**src/rtl/ahblite_pkg.sv**
```systemverilog
// Shared AHB-Lite encodings plus the request alignment rule and the small
// record types used by single-transfer initiators.
package ahblite_pkg;

  localparam int HADDR_W = 32;
  localparam int HDATA_W = 32;

  typedef enum logic [1:0] {
    HTRANS_IDLE   = 2'b00,
    HTRANS_BUSY   = 2'b01,
    HTRANS_NONSEQ = 2'b10,
    HTRANS_SEQ    = 2'b11
  } htrans_e;

  localparam logic [2:0] HSIZE_BYTE    = 3'b000;
  localparam logic [2:0] HSIZE_HALF    = 3'b001;
  localparam logic [2:0] HSIZE_WORD    = 3'b010;
  localparam logic [2:0] HBURST_SINGLE = 3'b000;
  localparam logic       HRESP_OKAY    = 1'b0;
  localparam logic       HRESP_ERROR   = 1'b1;

  // Data-phase bookkeeping for the transfer currently owning the data bus.
  typedef struct packed {
    logic               active;
    logic               write;
    logic [HDATA_W-1:0] wdata;
  } dphase_t;

  typedef struct packed {
    logic               valid;
    logic               err;
    logic [HDATA_W-1:0] rdata;
  } rsp_t;

  // Sizes above a word are not supported by a 32-bit bus and count as misaligned.
  function automatic logic size_addr_misaligned(input logic [2:0] size,
                                                input logic [1:0] addr_lo);
    logic bad;
    case (size)
      HSIZE_BYTE: bad = 1'b0;
      HSIZE_HALF: bad = addr_lo[0];
      HSIZE_WORD: bad = (addr_lo != 2'b00);
      default:    bad = 1'b1;
    endcase
    return bad;
  endfunction

endpackage

```
**src/rtl/ahblite_simple_master.sv**
```systemverilog
// AHB-Lite single-transfer initiator: valid/ready requests become NONSEQ SINGLE
// transfers with overlapped address/data phases and one in-order response each.
module ahblite_simple_master
  import ahblite_pkg::*;
#(
  parameter logic [3:0] HPROT_VAL   = 4'b0011,
  parameter bit         ALIGN_CHECK = 1'b1
) (
  input  logic                HCLK,
  input  logic                HRESET,
  input  logic                req_valid,
  output logic                req_ready,
  input  logic                req_write,
  input  logic [HADDR_W-1:0]  req_addr,
  input  logic [2:0]          req_size,
  input  logic [HDATA_W-1:0]  req_wdata,
  output logic                rsp_valid,
  output logic [HDATA_W-1:0]  rsp_rdata,
  output logic                rsp_err,
  output logic [HADDR_W-1:0]  HADDR,
  output logic [1:0]          HTRANS,
  output logic [2:0]          HSIZE,
  output logic [2:0]          HBURST,
  output logic [3:0]          HPROT,
  output logic                HMASTLOCK,
  output logic                HWRITE,
  output logic [HDATA_W-1:0]  HWDATA,
  input  logic                HREADY,
  input  logic [HDATA_W-1:0]  HRDATA,
  input  logic                HRESP
);

  dphase_t dp_q, dp_d;
  rsp_t    rsp_q, rsp_d;
  logic    lerr_q, lerr_d;

  logic req_misaligned;
  logic bus_eligible;
  logic dp_done;
  logic bus_accept;
  logic lerr_accept;

  always_comb begin
    req_misaligned = ALIGN_CHECK && size_addr_misaligned(req_size, req_addr[1:0]);
    bus_eligible   = req_valid && !req_misaligned;
    dp_done        = dp_q.active && HREADY;
    // No new address phase is offered during either cycle of an ERROR response.
    bus_accept     = bus_eligible && HREADY && (HRESP == HRESP_OKAY);
    // A local error only takes a slot once the bus response ahead of it is
    // being produced, which keeps responses in request order.
    lerr_accept    = req_valid && req_misaligned && (!dp_q.active || HREADY);
  end

  // Address phase: driven straight from the request; reset forces the idle bus.
  always_comb begin
    HTRANS    = HTRANS_IDLE;
    HADDR     = '0;
    HSIZE     = '0;
    HWRITE    = 1'b0;
    req_ready = 1'b0;
    if (!HRESET) begin
      HADDR     = req_addr;
      HSIZE     = req_size;
      HWRITE    = req_write;
      req_ready = bus_accept || lerr_accept;
      if (bus_eligible && (HRESP == HRESP_OKAY)) begin
        HTRANS = HTRANS_NONSEQ;
      end
    end
  end

  // Data phase and response: next-state for the registered side.
  always_comb begin
    dp_d   = dp_q;
    lerr_d = lerr_accept;
    rsp_d  = '0;

    if (dp_done) begin
      dp_d.active = 1'b0;
    end
    if (bus_accept) begin
      dp_d.active = 1'b1;
      dp_d.write  = req_write;
      dp_d.wdata  = req_wdata;
    end

    // A pending local error never coincides with a completing bus transfer:
    // the cycle it was accepted in could not also accept a bus request.
    if (dp_done) begin
      rsp_d.valid = 1'b1;
      rsp_d.err   = (HRESP == HRESP_ERROR);
      rsp_d.rdata = (!dp_q.write && (HRESP == HRESP_OKAY)) ? HRDATA : '0;
    end else if (lerr_q) begin
      rsp_d.valid = 1'b1;
      rsp_d.err   = 1'b1;
    end
  end

  always_ff @(posedge HCLK or posedge HRESET) begin
    if (HRESET) begin
      dp_q   <= '0;
      rsp_q  <= '0;
      lerr_q <= 1'b0;
    end else begin
      dp_q   <= dp_d;
      rsp_q  <= rsp_d;
      lerr_q <= lerr_d;
    end
  end

  assign HWDATA    = dp_q.wdata;
  assign rsp_valid = rsp_q.valid;
  assign rsp_err   = rsp_q.err;
  assign rsp_rdata = rsp_q.rdata;
  assign HBURST    = HBURST_SINGLE;
  assign HPROT     = HPROT_VAL;
  assign HMASTLOCK = 1'b0;

endmodule
```
**config.mk**
```make
export PLATFORM = sky130hd
export DESIGN_NAME = ahblite_simple_master
export DESIGN_NICKNAME = d
export VERILOG_FILES = /design/src/rtl/ahblite_pkg.sv /design/src/rtl/ahblite_simple_master.sv
export SDC_FILE = /design/constraint.sdc
export NUM_CORES = 1
export LEC_CHECK = 0
export ABC_AREA = 0
export CORE_UTILIZATION = 37
export CTS_CLUSTER_DIAMETER = 60
export CTS_CLUSTER_SIZE = 14
export DETAILED_ROUTE_END_ITERATION = 10
export PLACE_DENSITY = 0.88
export REMOVE_ABC_BUFFERS = 1
export SLEW_MARGIN = 20
export SYNTH_ARGS = -nofsm -noshare
export SYNTH_HDL_FRONTEND = slang
export SYNTH_SLANG_ARGS = --single-unit
```
**constraint.sdc**
```tcl
create_clock -name HCLK -period 4.3 [get_ports HCLK]
set_input_delay 0.43 -clock HCLK [delete_from_list [all_inputs] [get_ports HCLK]]
set_output_delay 0.43 -clock HCLK [all_outputs]
set_load 0.1 [all_outputs]
```
Yosys cells after proc, flatten, opt, wreduce, memory -nomap -nowiden
Index checks and enable logic that the tools add are counted.
Word-level totals
  flip-flop bits (word level): 69
  input bits: 105
  output and inout bits: 113
  logic and storage cells: 39
Cells by class
  eq/ne operators: 2
  muxes and demuxes: 13
  bitwise logic cells: 1
  reductions and logical operators: 16
Operators by type and width (number)
  32-bit 2-to-1 mux: 3
  34-bit 2-to-1 mux: 1
  1-bit logical AND: 8
  2-bit 2-to-1 mux: 4
  2-bit nonzero test: 2
  3-bit by 1-bit equality test with 1-bit output (second input constant): 1
  3-bit by 2-bit equality test with 1-bit output (second input constant): 1
  1-bit zero test: 3
  3-bit zero test: 1
  1-bit 2-to-1 mux: 3
  3-bit 2-to-1 mux: 1
  1-bit case mux with 3 select lines: 1
  1-bit logical OR: 2
  1-bit NOT: 1

Longest topological paths before layout
Gate-level depths: netlist of run 1.
  word-level depth: 8
  depth in mapped cells: 5
  depth with buffers taken out: 4

Worst setup path before layout of run 1
Ideal clock, no wire load.
  path kind: input port to output port
  from: in HRESET
  to: out HTRANS[1]
  setup slack: -1290 ps
  stages: 4
  data arrival time: 5160 ps
  cell sequence: clkbuf_1 -> inv_1 -> nand2_1 -> nor4_1
Between the ends
  longest elaborated chain between the ends: 1
Ends and longest elaborated chain
  from (decl): RTL line ahblite_simple_master.sv:10  | input logic HRESET,
  2-bit 2-to-1 mux: RTL line ahblite_simple_master.sv:61  | if (!HRESET) begin
  to (decl): RTL line ahblite_simple_master.sv:21  | output logic [1:0] HTRANS,
Every way passes these cells.

Final worst setup path of run 1
Ends and elaborated chain as after synthesis.

==> reports/results.ini, run 1 <==
[clock_network]
clock-root-buffer = clkbuf_8
clock_path_buffers = 2
cts-htree-levels = 3
cts_hold_buf = 0
tritoncts = built
worstSkewPairLatency_ns = 0.33
cts.sinks = 69
postCtsResizedCells = 0
cts_buffers = 9
post-cts-setup-buffers = 0
cts.clk_slew.worst_paths_ns = 0.07

[finish]
fill_cells = 599
syn_to_final_growth_pct = 67.0
diodes = 0
fin_cells = 531
fin_nets = 530
layout_commonest_cell = clkdlybuf4s50_1
final_cell_mix = clkdlybuf4s50_1, dfrtp_1, buf_4, nor2b_1, and2_1
layout-drive-gt1-share_pct = 22.1

[critical_path]
crit_slowest_cell = clkdlybuf4s50_1
crit_fanout = 37
required_ns = 3.87
cp.arrival_ns = 1.89
critPathKind = input pin to output port
max_stage_delay_ns = 0.40
startpoint_type = input pin
cp-end-kind = output port
crit_path_cell_trace = clkdlybuf4s50_1 -> buf_4 -> inv_2 -> nand2_1 -> nor4_1 -> buf_12

[sta]
relSlewSlack_pct = 32.1
drv_slew = 0
finalSetupViolCount = 0
tns_ns = 0
rsz0062_at_grt = no
hold_viol = 0
period_minus_slack_ns = 2.32
clock.fmax_mhz = 431
finalWorstSetupSlack_ns = 1.98
fin_crit_sh_pct = 54.0
worst_pin_slew_ns = 1.02
fin_skew_ns = 0.00381
hold_slack_ns = 0.466

[global_route]
grt-ovfl-total = 0
antenna_found_initial = 0
grt_use_met3_pct = 5.83
grtUsageMet1_pct = 16.2
grt_max_degree = 70
grt_pass1_vias = 2348
grt_busiest_layer = met2
gr-usage-all-layers_pct = 17.7
global_route.usage.met2_pct = 34.5
grt_pass1_wl_mm = 11.3

[routing]
wl_per_cell_um = 14.2
drt_iter0_drc = 62
routed_wl_mm = 7.52
viasPerCell = 4.37
first_pass_iters = 3
detail-route-antenna-nets = 0
dr_total_vias = 2318
drc = 0

[yosys]
yosysUniqueCellTypes = 22
synth_top_area_share_pct = 57.0
yosysWarnings = 0
syn_area_mm2 = 0.00303
synth_top_area_cell = dfrtp_1
avgSynthCellArea_um2 = 12.3
ys_seq_area_share_pct = 57.0
synth_cells = 246
ys_ff_latch = 69
synth_area_leaders = dfrtp_1, mux2_2, buf_4

[floorplan]
row_count = 32
fp.dieH_um = 92.5
start_util_pct = 38.8
fp.coreArea_mm2 = 0.00781
chipWidth_um = 92.5
die_area_mm2 = 0.00856
ios = 218

[power_and_ir_drop]
p_seq_share_pct = 31.1
clkPwrFrac_pct = 20.7
power.switching_mw = 1.16
peakVddDrop_v = 0.000195
comb_power_share_pct = 48.1
intPower_mw = 1.34
sw_frac_of_total_pct = 46.5
finalPower_mw = 2.50
p_per_area_mw_per_mm2 = 494
leakage_nw = 2.26

[place]
gp_congestion = 0.805
place_hpwl_mm = 5.96
io_buffers = 208
dp_slack_ns = 1.95
placed_cells = 516

[job]
drv_cap = 0

[outcome]
status = finished, final reports clean

[hold_path]
min_path_type = register to register

==> layout make-up <==
cell class                      count  area [um^2]  share of cell area [%]
Timing Repair Buffer              212         2040                    40.3
Sequential cell                    69         1730                    34.1
Multi-Input combinational cell    130          957                    18.9
Clock buffer                       11          151                    2.99
Tap cell                          102          128                    2.52
Clock inverter                      4         47.5                   0.939
Inverter                            3         11.3                   0.222
==> logic make-up after synthesis <==
| kind of cell | synth area share, % |
|---|---|
| AOI/OAI and AO/OA | 1.16 |
| other | 0.248 |
| buffers and inverters | 12.5 |
| muxes | 12.3 |
| and+or+nand+nor | 16.9 |
| DFF | 57.0 |
==> per-stage QoR <==
stage	cell area [um^2]	util [%]
4_1_cts	5060	64.9
6_report	5060	64.9
5_1_grt	5060	64.9
2_1_floorplan	2690	-
3_5_place_dp	4860	62.3
3_3_place_gp	4860	62.3
==> routing by layer <==
layer / routed length [um] / up-vias
li1: - / 1083
met1: 2420 / 1094
met2: 4240 / 125
met3: 677 / 16
met4: 185 / 0
met5: 0 / -
==> worst max-delay path: cells and delay by family <==
kind	cells	cell delay, ns
and+or+nand+nor	2	0.46
buffers and inverters	4	0.98
==> cells in the mapped netlist (all sizes together) <==
cell type   n
conb        2
and2       33
dfrtp      69
inv         3
nor3        2
or2         1
nor2        4
nand2       4
nand2b      1
nor2b      36
a21oi       2
a211oi      1
nor4        2
o21ai       2
mux2       33
clkbuf      7
buf        44
==> registers in the layout, indices dropped and copies added, names as in the netlist <==
register	cells
lerr_q	1
rsp_err	1
rsp_valid	1
rsp_rdata	32
dp_q	2
HWDATA	32
==> power by group through the flow <==
| stage | clock network (mW) | registers (mW) | logic, mW |
|---|---|---|---|
| after global placement | 0 | 0.784 | 1.20 |
| after floorplan | 0 | 1.38 | 0.276 |
| after detailed placement | 0 | 0.793 | 1.21 |
| after global routing | 0.574 | 0.789 | 1.23 |
| final | 0.519 | 0.779 | 1.20 |
| after CTS | 0.539 | 0.780 | 1.21 |
==> worst paths after layout <==
path	cells past startpoint	endpoint	startpoint	slack, ns
worst max-delay path	6	HTRANS[1]	HRESET	1.98
worst max register to register	3	rsp_rdata[7]	dp_q[32]	3.19
worst min register to register	1	rsp_valid	lerr_q	0.47
worst min-delay path	1	rsp_valid	lerr_q	0.47
max in group asynchronous	4	HWDATA[22]	HRESET	2.75
min in group asynchronous	4	HWDATA[19]	HRESET	0.97
(Power assumes the default switching activity.)
==> inputs of run 2 (changes only) <==
- CORE_UTILIZATION: 37 -> 35
- PLACE_DENSITY: 0.88 -> 0.84
- clock period: 4.3 -> 2.4 ns (I/O delays scaled with it)
==> run 2 against run 1 <==
Compared with the run above:
- clock-buffer cell count did not move
- clock skew rose by 0.0021 ns
- critical path depth fell by 1
- hold slack got worse by 0.012 ns
- clock power rose by 85%
- power rose by 82%
==> reports/results.ini, run 2 (synthesis results as in run 1) <==
[finish]
diodes = 0
fin_nets = 530
syn_to_final_growth_pct = 77.3
layout-drive-gt1-share_pct = 37.7
fin_cells = 535
final_cell_mix = clkdlybuf4s50_1, dfrtp_1, buf_4, buf_12, nor2b_1
layout_commonest_cell = clkdlybuf4s50_1
final_util_pct = 64.8

[sta]
period_minus_slack_ns = 1.93
drv_slew = 0
fin_skew_ns = 0.00588
clock.fmax_mhz = 517
hold_viol = 0
finalWorstSetupSlack_ns = 0.467
relSlewSlack_pct = 44.9
finalSetupViolCount = 0
worst_pin_slew_ns = 0.826
fin_crit_sh_pct = 80.5
tns_ns = 0
rsz0062_at_grt = no

[global_route]
grt_max_degree = 70
grt-ovfl-total = 0
antenna_found_initial = 0
grt_pass1_wl_mm = 11.7
gr-usage-all-layers_pct = 17.5
grt_pass1_vias = 2294

[place]
gp_congestion = 0.713
dp_slack_ns = 0.373
place_hpwl_mm = 6.32
io_buffers = 208
placed_cells = 519

[routing]
wl_per_cell_um = 14.7
drt_iter0_drc = 41
dr_total_vias = 2266
detail-route-antenna-nets = 0
routed_wl_mm = 7.89
first_pass_iters = 4
viasPerCell = 4.24
drc = 0

[clock_network]
cts.sinks = 69
tritoncts = built
cts.clk_slew.worst_paths_ns = 0.07
worstSkewPairLatency_ns = 0.33
cts-htree-levels = 3
post-cts-setup-buffers = 0
postCtsResizedCells = 0
clock-root-buffer = clkbuf_8
clock_path_buffers = 2
cts_buffers = 9
cts_hold_buf = 0

[power_and_ir_drop]
p_per_area_mw_per_mm2 = 847
leakage_nw = 2.50
finalPower_mw = 4.55
peakVddDrop_v = 0.000496

[critical_path]
max_stage_delay_ns = 0.47
startpoint_type = input pin
cp.arrival_ns = 1.69
crit_fanout = 4
crit_slowest_cell = clkdlybuf4s50_1
crit_path_cell_trace = clkdlybuf4s50_1 -> o21ai_2 -> a21oi_2 -> nor4_1 -> buf_12
critPathKind = input pin to output port
cp-end-kind = output port
required_ns = 2.16

[floorplan]
fp.coreArea_mm2 = 0.00830
ios = 218
chipWidth_um = 95.1
fp.dieH_um = 95.1
die_area_mm2 = 0.00904
row_count = 33
start_util_pct = 36.5

[job]
drv_cap = 0

[hold_path]
min_path_type = input pin to register

[outcome]
status = finished, final reports clean

run 2: changes by cell type in the layout (fill, tap and decap cells not counted), sizes merged:
cell           before  now
clkdlybuf4s50     170  104
clkinvlp            1    2
buf                42  108
run 2: critical path, delay by kind of cell:
family	cells	cell delay [ns]
buffers and inverters	2	0.71
and+or+nand+nor	1	0.45
AOI/OAI and AO/OA	2	0.29
run 2: path summary, 6_finish.rpt:
kind | startpoint | to | slack (ns) | depth (start not counted)
min reg2reg | lerr_q | rsp_valid | 0.46 | 1
max in group asynchronous | HRESET | rsp_rdata[29] | 1.30 | 3
min in group asynchronous | HRESET | lerr_q | 0.56 | 3
min | HRDATA[10] | rsp_rdata[10] | 0.45 | 2
max | req_size[0] | HTRANS[1] | 0.47 | 5
max reg2reg | dp_q[33] | rsp_rdata[11] | 1.28 | 4
run 2: final cells by class:
cell class | instances | area [um^2]
clock buffers | 11 | 151
flip-flops and latches | 69 | 1730
repair buffers | 212 | 2340
multi-input cells | 130 | 957
well taps | 105 | 131
fillers | 630 | 2920
clock inverters | 5 | 58.8
inverters | 3 | 11.3
run 2: metrics by stage:
step | instance area (um^2) | hold WS (ns)
after global placement | 5170 | 0.441
final | 5380 | 0.455
after detailed placement | 5170 | 0.450
after floorplan | 2690 | 0.369
after CTS | 5380 | 0.429
after global routing | 5380 | 0.442
run 2: report_power, final:
group	internal [mW]	switching [mW]	leakage (nW)
Clock	0.536	0.425	0.102
Sequential	1.31	0.0817	0.902
Combinational	0.582	1.62	1.50
run 2: routing by layer:
metal	GRT usage, %	vias up	wire [um]
met5	0	-	0
met4	8.08	0	176
met3	4.86	16	526
met2	29.7	107	4110
met1	20.4	1053	3070
li1	-	1090	-
==> inputs of run 3 (changes only) <==
- clock period: 2.4 -> 2 ns (I/O delays scaled with it)
==> run 3 against run 2 <==
Compared with the run above:
- clock-buffer cell count unchanged
- largest cell class unchanged
- largest power group unchanged
- non-clock buffer count is 1 higher
- cell count increased by 0.19%
==> reports/results.ini, run 3 (synthesis results as in run 1) <==
[clock_network]
cts.sinks = 69
tritoncts = built
worstSkewPairLatency_ns = 0.32
cts-htree-levels = 3
cts.clk_slew.worst_paths_ns = 0.07
postCtsResizedCells = 0
cts_hold_buf = 0
cts_buffers = 9
post-cts-setup-buffers = 0
clock_path_buffers = 2
clock-root-buffer = clkbuf_8

[routing]
viasPerCell = 4.27
wl_per_cell_um = 14.7
routed_wl_mm = 7.90
first_pass_iters = 4
drt_iter0_drc = 34
dr_total_vias = 2291
drc = 0
detail-route-antenna-nets = 0

[finish]
final-seq-area_mm2 = 0.00173
multi_input_area_um2 = 957
fin_nets = 531
layout-drive-gt1-share_pct = 37.6
fin_cells = 536
syn_to_final_growth_pct = 78.8
fill_cells = 637
final_cell_mix = clkdlybuf4s50_1, buf_4, dfrtp_1, buf_12, nor2b_1
layout_commonest_cell = clkdlybuf4s50_1
diodes = 0

[floorplan]
chipWidth_um = 95.1
ios = 218
fp.coreArea_mm2 = 0.00830
start_util_pct = 36.5
die_area_mm2 = 0.00904
row_count = 33
fp.dieH_um = 95.1

[critical_path]
startpoint_type = input pin
crit_family = buffers and inverters
path_buf_inv = 2
cp-end-kind = output port
crit_fanout = 4
reg2reg_from = dp_q[33]
critPathKind = input pin to output port
max_stage_delay_ns = 0.47
worst-r2r-setup-slack_ns = 0.90
crit_path_cell_trace = clkdlybuf4s50_1 -> o21ai_2 -> a21oi_2 -> nor4_1 -> buf_12
cp.arrival_ns = 1.62
worstReg2RegEnd = rsp_rdata[11]
required_ns = 1.80
crit_slowest_cell = clkdlybuf4s50_1
reg2regPathDepth = 4

[power_and_ir_drop]
p_per_area_mw_per_mm2 = 1050
peakVddDrop_v = 0.000496
leakage_nw = 2.53
finalPower_mw = 5.67

[global_route]
grt_max_degree = 70
antenna_found_initial = 0
grt-ovfl-total = 0
gr-usage-all-layers_pct = 17.3
grt_pass1_vias = 2353
grt_pass1_wl_mm = 11.7

[hold_path]
holdPathStages = 2
min_to = rsp_rdata[14]
hold_start = HRDATA[14]
min_path_type = input pin to register

[place]
gp_congestion = 0.746
io_buffers = 208
place_hpwl_mm = 6.37
placed_cells = 520

[sta]
fin_skew_ns = 0.00542
hold_viol = 0
period_minus_slack_ns = 1.82
relSlewSlack_pct = 44.0
worst_pin_slew_ns = 0.839
drv_slew = 0
rsz0062_at_grt = no
finalSetupViolCount = 0
fin_crit_sh_pct = 91.1
clock.fmax_mhz = 549

[outcome]
status = finished, final reports clean

[job]
drv_cap = 0

==> run 3: power by group <==
| group | internal [mW] | switching [mW] |
|---|---|---|
| sequential | 1.58 | 0.0952 |
| combinational | 0.701 | 1.94 |
| clock | 0.868 | 0.494 |
| total | 3.15 | 2.53 |
==> run 3: how the worst max path moves through the flow <==
| stage | startpoint | end | slack [ns] | cells after the start |
|---|---|---|---|---|
| after floorplan | HRESET | HTRANS[1] | -2.92 | 3 |
| after global placement | req_size[0] | HWDATA[18] | 0.08 | 6 |
| after detailed placement | req_size[0] | HWDATA[11] | 0.02 | 6 |
| after CTS | req_size[2] | req_ready | 0.16 | 6 |
| after global routing | dp_q[33] | req_ready | 0.07 | 5 |
| final | req_size[0] | HTRANS[1] | 0.18 | 5 |
==> run 3: per-layer routing <==
layer  vias to the layer above  routed length, um  GRT usage, %
met5                         -                  0             0
li1                       1091                  -             -
met2                       101               4310          30.6
met4                         0                 79          5.43
met3                         6                504          4.86
met1                      1093               3010          20.1
==> run 3: metrics by stage <==
stage | area, um^2 | utilization [%] | hold WS, ns | setup slack [ns] | setup TNS (ns)
after global placement | 5170 | 62.3 | 0.442 | 0.0822 | 0
after floorplan | 2690 | - | 0.329 | -2.92 | -8.90
after global routing | 5420 | 65.3 | 0.398 | 0.0663 | 0
after CTS | 5420 | 65.3 | 0.404 | 0.161 | 0
after detailed placement | 5170 | 62.3 | 0.466 | 0.0219 | 0
final | 5420 | 65.3 | 0.425 | 0.178 | 0
==> run 3: layout make-up <==
class	count	area share, %
Clock inverter	5	1.96
Clock buffer	11	2.61
Inverter	3	0.208
Timing Repair Buffer	213	43.3
Sequential cell	69	31.8
Multi-Input combinational cell	130	17.7
Tap cell	105	2.42
